`src/rtl/mdio_pkg.sv`:
```
// Shared constants, field widths and FSM encoding for the Clause-22 MDIO initiator.
package mdio_pkg;

  localparam logic [1:0] MDIO_ST    = 2'b01;
  localparam logic [1:0] MDIO_OP_RD = 2'b10;
  localparam logic [1:0] MDIO_OP_WR = 2'b01;
  localparam logic [1:0] MDIO_TA_WR = 2'b10;

  localparam int unsigned PHYAD_W = 5;
  localparam int unsigned REGAD_W = 5;
  localparam int unsigned DATA_W  = 16;

  typedef logic [3:0] mdio_state_t;

  localparam mdio_state_t StIdle  = 4'd0;
  localparam mdio_state_t StPre   = 4'd1;
  localparam mdio_state_t StSt    = 4'd2;
  localparam mdio_state_t StOp    = 4'd3;
  localparam mdio_state_t StPhyad = 4'd4;
  localparam mdio_state_t StRegad = 4'd5;
  localparam mdio_state_t StTa    = 4'd6;
  localparam mdio_state_t StData  = 4'd7;
  localparam mdio_state_t StDone  = 4'd8;
  localparam mdio_state_t StGap   = 4'd9;

  // Field order after the preamble.
  function automatic mdio_state_t mdio_next_state(input mdio_state_t st);
    mdio_state_t nxt;
    case (st)
      StPre:   nxt = StSt;
      StSt:    nxt = StOp;
      StOp:    nxt = StPhyad;
      StPhyad: nxt = StRegad;
      StRegad: nxt = StTa;
      StTa:    nxt = StData;
      StData:  nxt = StDone;
      StDone:  nxt = StGap;
      default: nxt = StIdle;
    endcase
    return nxt;
  endfunction

  // Index of the last bit of each fixed-length field; the preamble is parameterised.
  function automatic logic [4:0] mdio_field_last(input mdio_state_t st);
    logic [4:0] last;
    case (st)
      StSt:    last = 5'd1;
      StOp:    last = 5'd1;
      StPhyad: last = 5'(PHYAD_W - 1);
      StRegad: last = 5'(REGAD_W - 1);
      StTa:    last = 5'd1;
      StData:  last = 5'(DATA_W - 1);
      default: last = 5'd0;
    endcase
    return last;
  endfunction

endpackage

```
`src/rtl/mdio_master_if.sv`:
```
// Command/response handshake between a host and the MDIO initiator.
interface mdio_master_if;
  import mdio_pkg::*;

  logic               cmd_valid;
  logic               cmd_ready;
  logic               cmd_rd;
  logic [PHYAD_W-1:0] cmd_phy_addr;
  logic [REGAD_W-1:0] cmd_reg_addr;
  logic [DATA_W-1:0]  cmd_wdata;
  logic               rsp_valid;
  logic [DATA_W-1:0]  rsp_rdata;
  logic               rsp_err;
  logic               busy;

  modport master (
    output cmd_valid, cmd_rd, cmd_phy_addr, cmd_reg_addr, cmd_wdata,
    input  cmd_ready, rsp_valid, rsp_rdata, rsp_err, busy
  );

  modport slave (
    input  cmd_valid, cmd_rd, cmd_phy_addr, cmd_reg_addr, cmd_wdata,
    output cmd_ready, rsp_valid, rsp_rdata, rsp_err, busy
  );

endinterface

```
`src/rtl/mdio_clk_gen.sv`:
```
// MDC divider: each bit period is MDC_DIV cycles low then MDC_DIV cycles high.
// fall_tick marks the last cycle of a period, rise_tick the first high cycle (sample point).
module mdio_clk_gen #(
  parameter int unsigned MDC_DIV = 10
) (
  input  logic clk_200m,
  input  logic rst_200m,
  input  logic en,
  input  logic hold,
  output logic mdc,
  output logic fall_tick,
  output logic rise_tick
);

  localparam int unsigned CntW = $clog2(2 * MDC_DIV);
  localparam logic [CntW-1:0] CntLast = CntW'(2 * MDC_DIV - 1);
  localparam logic [CntW-1:0] CntHigh = CntW'(MDC_DIV);

  logic [CntW-1:0] cnt_q, cnt_d;
  logic            mdc_q, mdc_d;

  always_comb begin
    cnt_d = '0;
    if (en && (cnt_q != CntLast)) begin
      cnt_d = cnt_q + 1'b1;
    end
    // Registered so the pad never sees a glitch or a short high phase.
    mdc_d = en && !hold && (cnt_d >= CntHigh);
  end

  always_ff @(posedge clk_200m or posedge rst_200m) begin
    if (rst_200m) begin
      cnt_q <= '0;
      mdc_q <= 1'b0;
    end else begin
      cnt_q <= cnt_d;
      mdc_q <= mdc_d;
    end
  end

  assign mdc       = mdc_q;
  assign fall_tick = en && (cnt_q == CntLast);
  assign rise_tick = en && (cnt_q == CntHigh);

endmodule

```
`src/rtl/mdio_master.sv`:
```
// Clause-22 MDIO management initiator: serialises register commands into MDC/MDIO frames.
// Optional MDIO_MASTER_TA_CHECK_EN flags reads whose responder leaves the second TA bit high.
module mdio_master
  import mdio_pkg::*;
#(
  parameter int unsigned MDC_DIV = 10,
  parameter int unsigned PRE_LEN = 32
) (
  input  logic         clk_200m,
  input  logic         rst_200m,
  mdio_master_if.slave host,
  output logic         mdc,
  output logic         mdio_out,
  output logic         mdio_oen,
  input  logic         mdio_in
);

  localparam logic [4:0] PreLast = 5'(PRE_LEN - 1);

  mdio_state_t       state_q, state_d;
  logic [4:0]        fcnt_q, fcnt_d;
  logic [31:0]       sr_q, sr_d;
  logic              rd_q, rd_d;
  logic              out_q, out_d;
  logic              oen_q, oen_d;
  logic [1:0]        sync_q;
  logic [DATA_W-1:0] rdata_sh_q, rdata_sh_d;
  logic [DATA_W-1:0] rsp_rdata_q, rsp_rdata_d;

  logic       accept;
  logic       fall_tick, rise_tick;
  logic       clk_en, clk_hold;
  logic       frame_end;
  logic       release_nxt;
  logic [4:0] field_last;

  assign host.cmd_ready = (state_q == StIdle);
  assign host.busy      = !host.cmd_ready;
  assign host.rsp_valid = (state_q == StDone);
  assign host.rsp_rdata = rsp_rdata_q;

  assign accept     = host.cmd_valid && host.cmd_ready;
  assign clk_en     = (state_q != StIdle);
  assign clk_hold   = (state_q == StDone) || (state_q == StGap);
  assign field_last = (state_q == StPre) ? PreLast : mdio_field_last(state_q);
  assign frame_end  = fall_tick && (state_q == StData) && (fcnt_q == field_last);

  assign mdio_out = out_q;
  assign mdio_oen = oen_q;

  mdio_clk_gen #(
    .MDC_DIV(MDC_DIV)
  ) u_clk_gen (
    .clk_200m (clk_200m),
    .rst_200m (rst_200m),
    .en       (clk_en),
    .hold     (clk_hold),
    .mdc      (mdc),
    .fall_tick(fall_tick),
    .rise_tick(rise_tick)
  );

  always_comb begin
    state_d     = state_q;
    fcnt_d      = fcnt_q;
    sr_d        = sr_q;
    rd_d        = rd_q;
    out_d       = out_q;
    oen_d       = oen_q;
    rdata_sh_d  = rdata_sh_q;
    rsp_rdata_d = rsp_rdata_q;
    release_nxt = 1'b0;

    if (state_q == StIdle) begin
      if (accept) begin
        // First preamble bit goes out on the very next cycle.
        state_d    = StPre;
        fcnt_d     = '0;
        rd_d       = host.cmd_rd;
        sr_d       = {MDIO_ST, host.cmd_rd ? MDIO_OP_RD : MDIO_OP_WR,
                      host.cmd_phy_addr, host.cmd_reg_addr,
                      host.cmd_rd ? 2'b11 : MDIO_TA_WR,
                      host.cmd_rd ? {DATA_W{1'b1}} : host.cmd_wdata};
        out_d      = 1'b1;
        oen_d      = 1'b0;
        rdata_sh_d = '0;
      end
    end else if (state_q == StDone) begin
      state_d = StGap;
    end else if (fall_tick) begin
      if (state_q == StGap) begin
        state_d = StIdle;
      end else begin
        if (fcnt_q == field_last) begin
          state_d = mdio_next_state(state_q);
          fcnt_d  = '0;
        end else begin
          fcnt_d = fcnt_q + 5'd1;
        end

        if (state_d == StDone) begin
          out_d = 1'b1;
          oen_d = 1'b1;
        end else if (state_d == StPre) begin
          out_d = 1'b1;
          oen_d = 1'b0;
        end else begin
          // Reads hand the line to the responder from the first TA bit onward.
          release_nxt = rd_q && ((state_d == StTa) || (state_d == StData));
          out_d       = release_nxt ? 1'b1 : sr_q[31];
          oen_d       = release_nxt;
          sr_d        = {sr_q[30:0], 1'b0};
        end
      end
    end

    if (rise_tick && (state_q == StData)) begin
      rdata_sh_d = {rdata_sh_q[DATA_W-2:0], sync_q[1]};
    end

    if (frame_end) begin
      rsp_rdata_d = rd_q ? rdata_sh_q : '0;
    end
  end

  always_ff @(posedge clk_200m or posedge rst_200m) begin
    if (rst_200m) begin
      state_q     <= StIdle;
      fcnt_q      <= '0;
      sr_q        <= '0;
      rd_q        <= 1'b0;
      out_q       <= 1'b1;
      oen_q       <= 1'b1;
      rdata_sh_q  <= '0;
      rsp_rdata_q <= '0;
    end else begin
      state_q     <= state_d;
      fcnt_q      <= fcnt_d;
      sr_q        <= sr_d;
      rd_q        <= rd_d;
      out_q       <= out_d;
      oen_q       <= oen_d;
      rdata_sh_q  <= rdata_sh_d;
      rsp_rdata_q <= rsp_rdata_d;
    end
  end

  // mdio_in is asynchronous to clk_200m.
  always_ff @(posedge clk_200m or posedge rst_200m) begin
    if (rst_200m) begin
      sync_q <= 2'b11;
    end else begin
      sync_q <= {sync_q[0], mdio_in};
    end
  end

`ifdef MDIO_MASTER_TA_CHECK_EN
  logic ta_bad_q;
  logic rsp_err_q;

  always_ff @(posedge clk_200m or posedge rst_200m) begin
    if (rst_200m) begin
      ta_bad_q  <= 1'b0;
      rsp_err_q <= 1'b0;
    end else begin
      if (accept) begin
        ta_bad_q <= 1'b0;
      end else if (rise_tick && rd_q && (state_q == StTa) && (fcnt_q == 5'd1)) begin
        ta_bad_q <= sync_q[1];
      end
      if (frame_end) begin
        rsp_err_q <= rd_q && ta_bad_q;
      end
    end
  end

  assign host.rsp_err = rsp_err_q;
`else
  assign host.rsp_err = 1'b0;
`endif

endmodule

```
`src/flat_wrapper.sv`:
```
// flat-port wrapper written by rule: the top's interface ports become plain ports
module mdio_master_flat import mdio_pkg::*;
#(
  parameter int unsigned MDC_DIV = 10,
  parameter int unsigned PRE_LEN = 32
)
  (clk_200m, rst_200m, mdc, mdio_out, mdio_oen, mdio_in, host_cmd_valid, host_cmd_rd, host_cmd_phy_addr, host_cmd_reg_addr, host_cmd_wdata, host_cmd_ready, host_rsp_valid, host_rsp_rdata, host_rsp_err, host_busy);
  mdio_master_if host_i ();
  input  logic clk_200m;
  input  logic rst_200m;
  output logic mdc;
  output logic mdio_out;
  output logic mdio_oen;
  input  logic mdio_in;
  input wire logic [$bits(host_i.cmd_valid)-1:0] host_cmd_valid;
  input wire logic [$bits(host_i.cmd_rd)-1:0] host_cmd_rd;
  input wire logic [$bits(host_i.cmd_phy_addr)-1:0] host_cmd_phy_addr;
  input wire logic [$bits(host_i.cmd_reg_addr)-1:0] host_cmd_reg_addr;
  input wire logic [$bits(host_i.cmd_wdata)-1:0] host_cmd_wdata;
  output wire logic [$bits(host_i.cmd_ready)-1:0] host_cmd_ready;
  output wire logic [$bits(host_i.rsp_valid)-1:0] host_rsp_valid;
  output wire logic [$bits(host_i.rsp_rdata)-1:0] host_rsp_rdata;
  output wire logic [$bits(host_i.rsp_err)-1:0] host_rsp_err;
  output wire logic [$bits(host_i.busy)-1:0] host_busy;
  assign host_i.cmd_valid = host_cmd_valid;
  assign host_i.cmd_rd = host_cmd_rd;
  assign host_i.cmd_phy_addr = host_cmd_phy_addr;
  assign host_i.cmd_reg_addr = host_cmd_reg_addr;
  assign host_i.cmd_wdata = host_cmd_wdata;
  assign host_cmd_ready = host_i.cmd_ready;
  assign host_rsp_valid = host_i.rsp_valid;
  assign host_rsp_rdata = host_i.rsp_rdata;
  assign host_rsp_err = host_i.rsp_err;
  assign host_busy = host_i.busy;
  mdio_master #(.MDC_DIV(MDC_DIV), .PRE_LEN(PRE_LEN)) u_core (.clk_200m(clk_200m), .rst_200m(rst_200m), .host(host_i), .mdc(mdc), .mdio_out(mdio_out), .mdio_oen(mdio_oen), .mdio_in(mdio_in));
endmodule
```
`config.mk`:
```
export PLATFORM = sky130hd
export DESIGN_NAME = mdio_master_flat
export DESIGN_NICKNAME = d
export VERILOG_FILES = /design/src/rtl/mdio_pkg.sv /design/src/rtl/mdio_master_if.sv /design/src/rtl/mdio_clk_gen.sv /design/src/rtl/mdio_master.sv /design/src/flat_wrapper.sv
export SDC_FILE = /design/constraint.sdc
export NUM_CORES = 1
export LEC_CHECK = 0
export CAP_MARGIN = 20
export CORE_MARGIN = 4
export CORE_UTILIZATION = 30
export CTS_CLUSTER_SIZE = 28
export DETAILED_ROUTE_END_ITERATION = 16
export GPL_TIMING_DRIVEN = 0
export PLACE_DENSITY_LB_ADDON = 0.1
export SKIP_LAST_GASP = 1
export SYNTH_ARGS = -nofsm -noshare
export SYNTH_HDL_FRONTEND = slang
export SYNTH_SLANG_ARGS = --single-unit
```
`constraint.sdc`:
```
create_clock -name clk_200m -period 8.23 [get_ports clk_200m]
set_clock_uncertainty 0.1 [all_clocks]
set_input_delay 1.646 -clock clk_200m [delete_from_list [all_inputs] [get_ports clk_200m]]
set_output_delay 1.646 -clock clk_200m [all_outputs]
set_load 0.02 [all_outputs]
```
* Word-level counts from Yosys, hierarchy flattened
Memory sizes are Yosys's and may differ from the RTL's.
Cells that the tools add are included.
** Word-level totals
- Bits of input ports :: 31
- Logic and storage cells :: 112
- Memories :: 1
- ROM bits :: 64
- Output and inout bits :: 23
- Bits in registers :: 84
** Memory list
- (no name shown) :: depth 16, bits a word 4, read ports 1, clocked after Yosys merged registers in 0, write ports 0, RTL line mdio_pkg.sv:29 : case (st)
** Cells by class
- Multiplexer cells :: 48
- Reduce and logical (&&, ||, !) cells :: 27
- Magnitude comparators :: 1
- Equal/unequal tests :: 22
- Add/sub/neg operators :: 2
** Operator list (number)
- 32-bit two-way mux :: 7
- 16-bit two-way mux :: 5
- 4-bit two-way mux :: 10
- 5-bit two-way mux :: 8
- 4-bit by 3-bit equality test with 1-bit output, second input constant :: 6
- 1-bit two-way mux :: 16
- 4-bit equality test, second input constant :: 3
- 4-bit one-hot mux with 3 select lines :: 1
- 5-bit by 1-bit adder with 5-bit output, second input constant :: 2
- 1-bit logical AND :: 10
- 4-bit by 1-bit equality test with 1-bit output, second input constant :: 2
- 4-bit by 2-bit equality test with 1-bit output, second input constant :: 2
- 2-bit by 1-bit inequality test with 1-bit output, second input constant :: 4
- 2-bit AND reduction :: 3
- 6-bit AND reduction :: 1
- 2-bit nonzero test :: 3
- 5-bit by 4-bit equality test with 1-bit output, second input constant :: 1
- 5-bit equality test :: 1
- 5-bit equality test, second input constant :: 1
- 5-bit by 4-bit greater-or-equal comparator with 1-bit output, second input constant :: 1
- 5-bit inequality test, second input constant :: 1
- 4-bit zero test :: 1
- 4-bit AND reduction :: 1
- 4-bit nonzero test :: 1
- other kinds (7) :: 9

* Depth between registers and ports, before layout
Gate-level depths: netlist of run 1.
- Depth after elaboration :: 20
- Depth in mapped cells :: 12
- Depth with buffers taken out :: 10

* Cells and area by module
A second synthesis of run 1 with hierarchy kept.
** Second synthesis, totals
- Cell total of the unflattened synthesis :: 467
- Area total of the unflattened synthesis :: 4375.4 um^2
** Modules (own cells, without submodules)
- mdio_master :: cells an instance 430, area each 4000.1 um^2, seq. area each 1956.9 um^2, times used 1
- mdio_clk_gen :: cells an instance 37, area each 375.4 um^2, seq. area each 150.1 um^2, times used 1

* Least setup slack after synthesis of run 1
OpenSTA, ideal clock, no wires.
- Path kind :: register to output
- From :: register u_core.state_q[0]
- To :: output port host_cmd_ready
- Buffers on the path :: 1
- Cell stages (with the launch flop) :: 7
- Arrival time :: 1.693 ns
- Setup slack :: 4.791 ns
- Data required time :: 6.484 ns
- Cells stage by stage :: dfrtp_1 > inv_1 > ha_1 > nor2b_1 > nand2_1 > inv_1 > clkbuf_1
** On the way
- Longest elaborated chain between the ends :: 1
** RTL lines
- from (decl) :: RTL line mdio_master.sv:20 : mdio_state_t state_q, state_d;
- from (signal assigned) :: RTL line mdio_master.sv:128 : state_q <= StIdle;
- from (signal assigned) :: RTL line mdio_master.sv:137 : state_q <= state_d;
- 4-bit zero test :: RTL line mdio_master.sv:37 : assign host.cmd_ready = (state_q == StIdle);
- to (decl) :: RTL line flat_wrapper.sv:20 : output wire logic [$bits(host_i.cmd_ready)-1:0] host_cmd_ready;
Every way passes these cells.

* Final worst setup path of run 1
Ends and elaborated chain as after synthesis.

==> flow_summary_export.csv, run 1 <==
group,metric,value,unit
grt,met3_usage,0.0321,
hold_path,hp-class,"flip-flop to flip-flop",
sta,layout_min_cycle_time,4.76,ns
yosys,syn-num-nets,603,
power,powerDensity,140,nW/um^2
critical_path,cp_data_arrival_time,3.01,ns
layout,ff_latch_area,2110,sq um
detailed_routing,routed_wl,14600,um
critical_path,worst_setup_path_end_kind,"primary output",
layout,area_growth,22.4,%
grt,grt_max_degree,54,
grt,use_met2,0.264,
clock_tree,post_cts_resized,0,
grt,grt_pass1_vias,4503,
power,design_power_total,864,uW
critical_path,worstRegToRegCells,11,
layout,drive_above_1_share,0.0742,
sta,worst_pin_slew,0.919,ns
yosys,synth_largest_area_cell,"dfrtp_1",
critical_path,reg2reg_to,"u_core.sr_q[29]",
critical_path,critPathLaunchType,"flip-flop",
layout,final_cell_mix,"80 x dfrtp_1, 52 x inv_1, 52 x clkdlybuf4s50_1, 45 x a21oi_1, 38 x nand2_1",
critical_path,worstSetupPathType,"flip-flop to primary output",
placed_design,gp_congestion,0.863,
sta,rsz0062_at_grt,"false",
yosys,synth_cell_types,55,
critical_path,r2r-start,"u_core.state_q[0]",
hold_path,whs_path_depth,0,
layout,nets,667,
detailed_routing,drc_errors,0,
detailed_routing,drt-initial-drc-count,235,
sta,max_slew_margin,0.381,
detailed_routing,drt_pass1_iterations,6,
placed_design,io_buffers,52,
layout,fillers,1711,
yosys,ys_seq_area_frac,0.417,
yosys,syn-cell-area,5050,sq um
floorplanning,die-area,19000,sq um
detailed_routing,ant_nets,0,
floorplanning,placement_rows,47,
floorplanning,coreArea,16500,sq um
layout,multi_input_area,2510,sq um
layout,diodes,0,
clock_tree,cts_setup_buffers,0,
clock_tree,ctsRootBufferMaster,"clkbuf_16",
power,vdd_drop_max,0.0903,mV
yosys,ys.flop_type,"dfrtp_1",
hold_path,min-delay-start,"u_core.sync_q[0]",
clock_tree,clk_latency,0.34,ns
sta,finalHoldViolCount,0,
yosys,syn_inst,564,
sta,setup-tns-final,0,ns
clock_tree,clk_path_buf_depth,2,
grt,grt_remaining_overflow,0,
layout,final_common_cell,"dfrtp_1",
placed_design,dp_slack,3.85,ns
yosys,synth_edf_count,0,
grt,antenna_found_initial,0,
sta,final_max_slew_viol_count,0,
yosys,yosysWarnings,0,
critical_path,rrSetupSlack,4.92,ns
detailed_routing,vias_per_cell,5.25,
grt,grtUsageMet1,0.213,
yosys,synthTopCellsByArea,"dfrtp_1 40%, mux2i_1 5.2%, a21oi_1 4.5%, a211oi_1 4.2%, inv_1 3.9%",
yosys,synth_top_area_share,0.396,
clock_tree,path_clk_slew,0.06,ns
grt,grt_pass1_wl,23700,um
yosys,syn_avg_cell_area,8.96,sq um
detailed_routing,vias,4476,
clock_tree,cts-buffers-inserted,9,
sta,finalSetupViolations,0,
sta,finalWorstSetupSlack,3.47,ns
floorplanning,initial_core_util,0.306,
critical_path,crit_required,6.48,ns
job,maxCapViolCount,0,
detailed_routing,wire_per_inst,17.1,um
clock_tree,hold_buffers,0,
critical_path,worst-path-max-fanout,10,
clock_tree,cts_tree,"built",
clock_tree,h-tree-depth,3,
layout,fin_cells,853,
run_status,outcome,"finished clean",
power,p_leak,0.00259,uW
floorplanning,num_io_pins,54,
grt,top_usage_layer,"met2",
hold_path,worstHoldEndpoint,"u_core.sync_q[1]",
grt,globalRouteTotalUtil,0.160,
sta,max_freq,210,MHz
floorplanning,die_x,138,um
floorplanning,dieHeight,138,um
placed_design,dp.cells,837,
yosys,synth-async-reset-ratio,1.00,
clock_tree,cts.sinks,84,
sta,fin_crit_sh,0.578,
yosys,synth-seq-cells,84,
placed_design,detailed_place_hpwl,10300,um
[report_power, final]
part / switching [uW] / total (uW) / internal [uW]
logic: 12.6 / 28.3 / 15.7
clock network: 177 / 422 / 245
registers: 0.150 / 414 / 414
[cell usage after synthesis, types with 2 or more instances]
master     count
xor2_1         4
a221oi_1       2
a22o_1        16
or3_1         30
buf_6          3
a32o_1         2
buf_2         10
and3_1         3
a2bb2oi_1     16
a31oi_1        4
dfstp_2        4
clkbuf_1      31
inv_1         53
dfrtp_1       80
ha_1           8
a211oi_1      28
nor3_1         6
o211ai_1      26
o21ai_0       14
nand2b_1       5
nand3_1       10
nor2b_1        3
buf_4          4
a21oi_1       45
nand2_1       38
xnor2_1        3
mux2i_1       26
nor4_1         3
nand4_1       28
nand3b_1       2
nor2_1        33
[worst max path at each step]
stage | from | endpoint | slack, ns | cells past startpoint
finish | u_core.state_q[0] | host_cmd_ready | 3.47 | 7
global route | u_core.state_q[0] | host_cmd_ready | 3.30 | 7
CTS | u_core.state_q[0] | host_cmd_ready | 3.46 | 7
detailed placement | u_core.state_q[0] | host_cmd_ready | 3.85 | 7
global placement | rst_200m | u_core.u_clk_gen.cnt_q[2] | 2.69 | 2
floorplan | rst_200m | u_core.fcnt_q[0] | 4.33 | 1
[final cells by class]
type / count / share of cell area
multi-input cells: 378 / 0.406
flip-flops and latches: 84 / 0.341
repair buffers: 53 / 0.0886
well taps: 220 / 0.0445
clock buffers: 11 / 0.0393
plain buffers: 49 / 0.0378
inverters: 53 / 0.0326
clock inverters: 5 / 0.0101
[sequential cells by signal, indices dropped and copies added (netlist names)]
| signal | flops |
|---|---|
| u_core.rdata_sh_q | 16 |
| u_core.sync_q | 2 |
| u_core.rd_q | 1 |
| u_core.state_q | 4 |
| u_core.sr_q | 32 |
| u_core.mdio_oen | 1 |
| u_core.u_clk_gen.cnt_q | 5 |
| u_core.host.rsp_rdata | 16 |
| u_core.fcnt_q | 5 |
| u_core.u_clk_gen.mdc | 1 |
| u_core.mdio_out | 1 |
[worst max-delay path, cell delays in order, from the launching register on]
cell	delay (ns)
dfrtp_1	0.49
inv_1	0.16
ha_1	0.29
nor2b_1	0.20
nand2_1	0.23
inv_1	0.13
clkbuf_1	0.45
clkdlybuf4s50_1	0.71
[per-stage QoR]
step                utilization  hold WS (ns)  cell area [sq um]
global route              0.374         0.267               6180
detailed placement        0.356         0.250               5880
floorplan                     -         0.245               5050
finish                    0.374         0.259               6180
CTS                       0.374         0.260               6180
global placement          0.354         0.247               5850
[metal layers]
| layer | vias to the layer above | share of wire |
|---|---|---|
| li1 | 2180 | - |
| met1 | 2212 | 0.47 |
| met2 | 74 | 0.49 |
| met3 | 10 | 0.030 |
| met4 | 0 | 0.0090 |
| met5 | - | 0 |
[cell families (layout without fill, tap and decap cells)]
group	after synthesis	after routing	synth area share
other cells	1	1	0.000742
buf+inv	102	171	0.0857
fa+ha+maj	8	8	0.0198
simple gates	170	170	0.179
flops	84	84	0.417
mux	27	27	0.0545
compound gates	165	165	0.231
xor+xnor	7	7	0.0121
No activity file was read; power rests on OpenSTA's default activity.
==> inputs of run 2 (changes only) <==
==> constraint.sdc (replaced) <==
create_clock -name clk_200m -period 4.4 [get_ports clk_200m]
set_clock_uncertainty 0.1 [all_clocks]
set_input_delay 0.88 -clock clk_200m [delete_from_list [all_inputs] [get_ports clk_200m]]
set_output_delay 0.88 -clock clk_200m [all_outputs]
set_load 0.02 [all_outputs]
==> results of run 2 <==
Same layout as run 1 (identical final DEF). Status: finished clean.
Main changes from that run: setup slack after placement 3.85 ns -> 0.790 ns; setup slack after layout 3.47 ns -> 0.408 ns; register-to-register setup slack 4.92 ns -> 1.09 ns; total power 864 uW -> 1620 uW; worst IR drop on VDD 0.0903 mV -> 0.169 mV
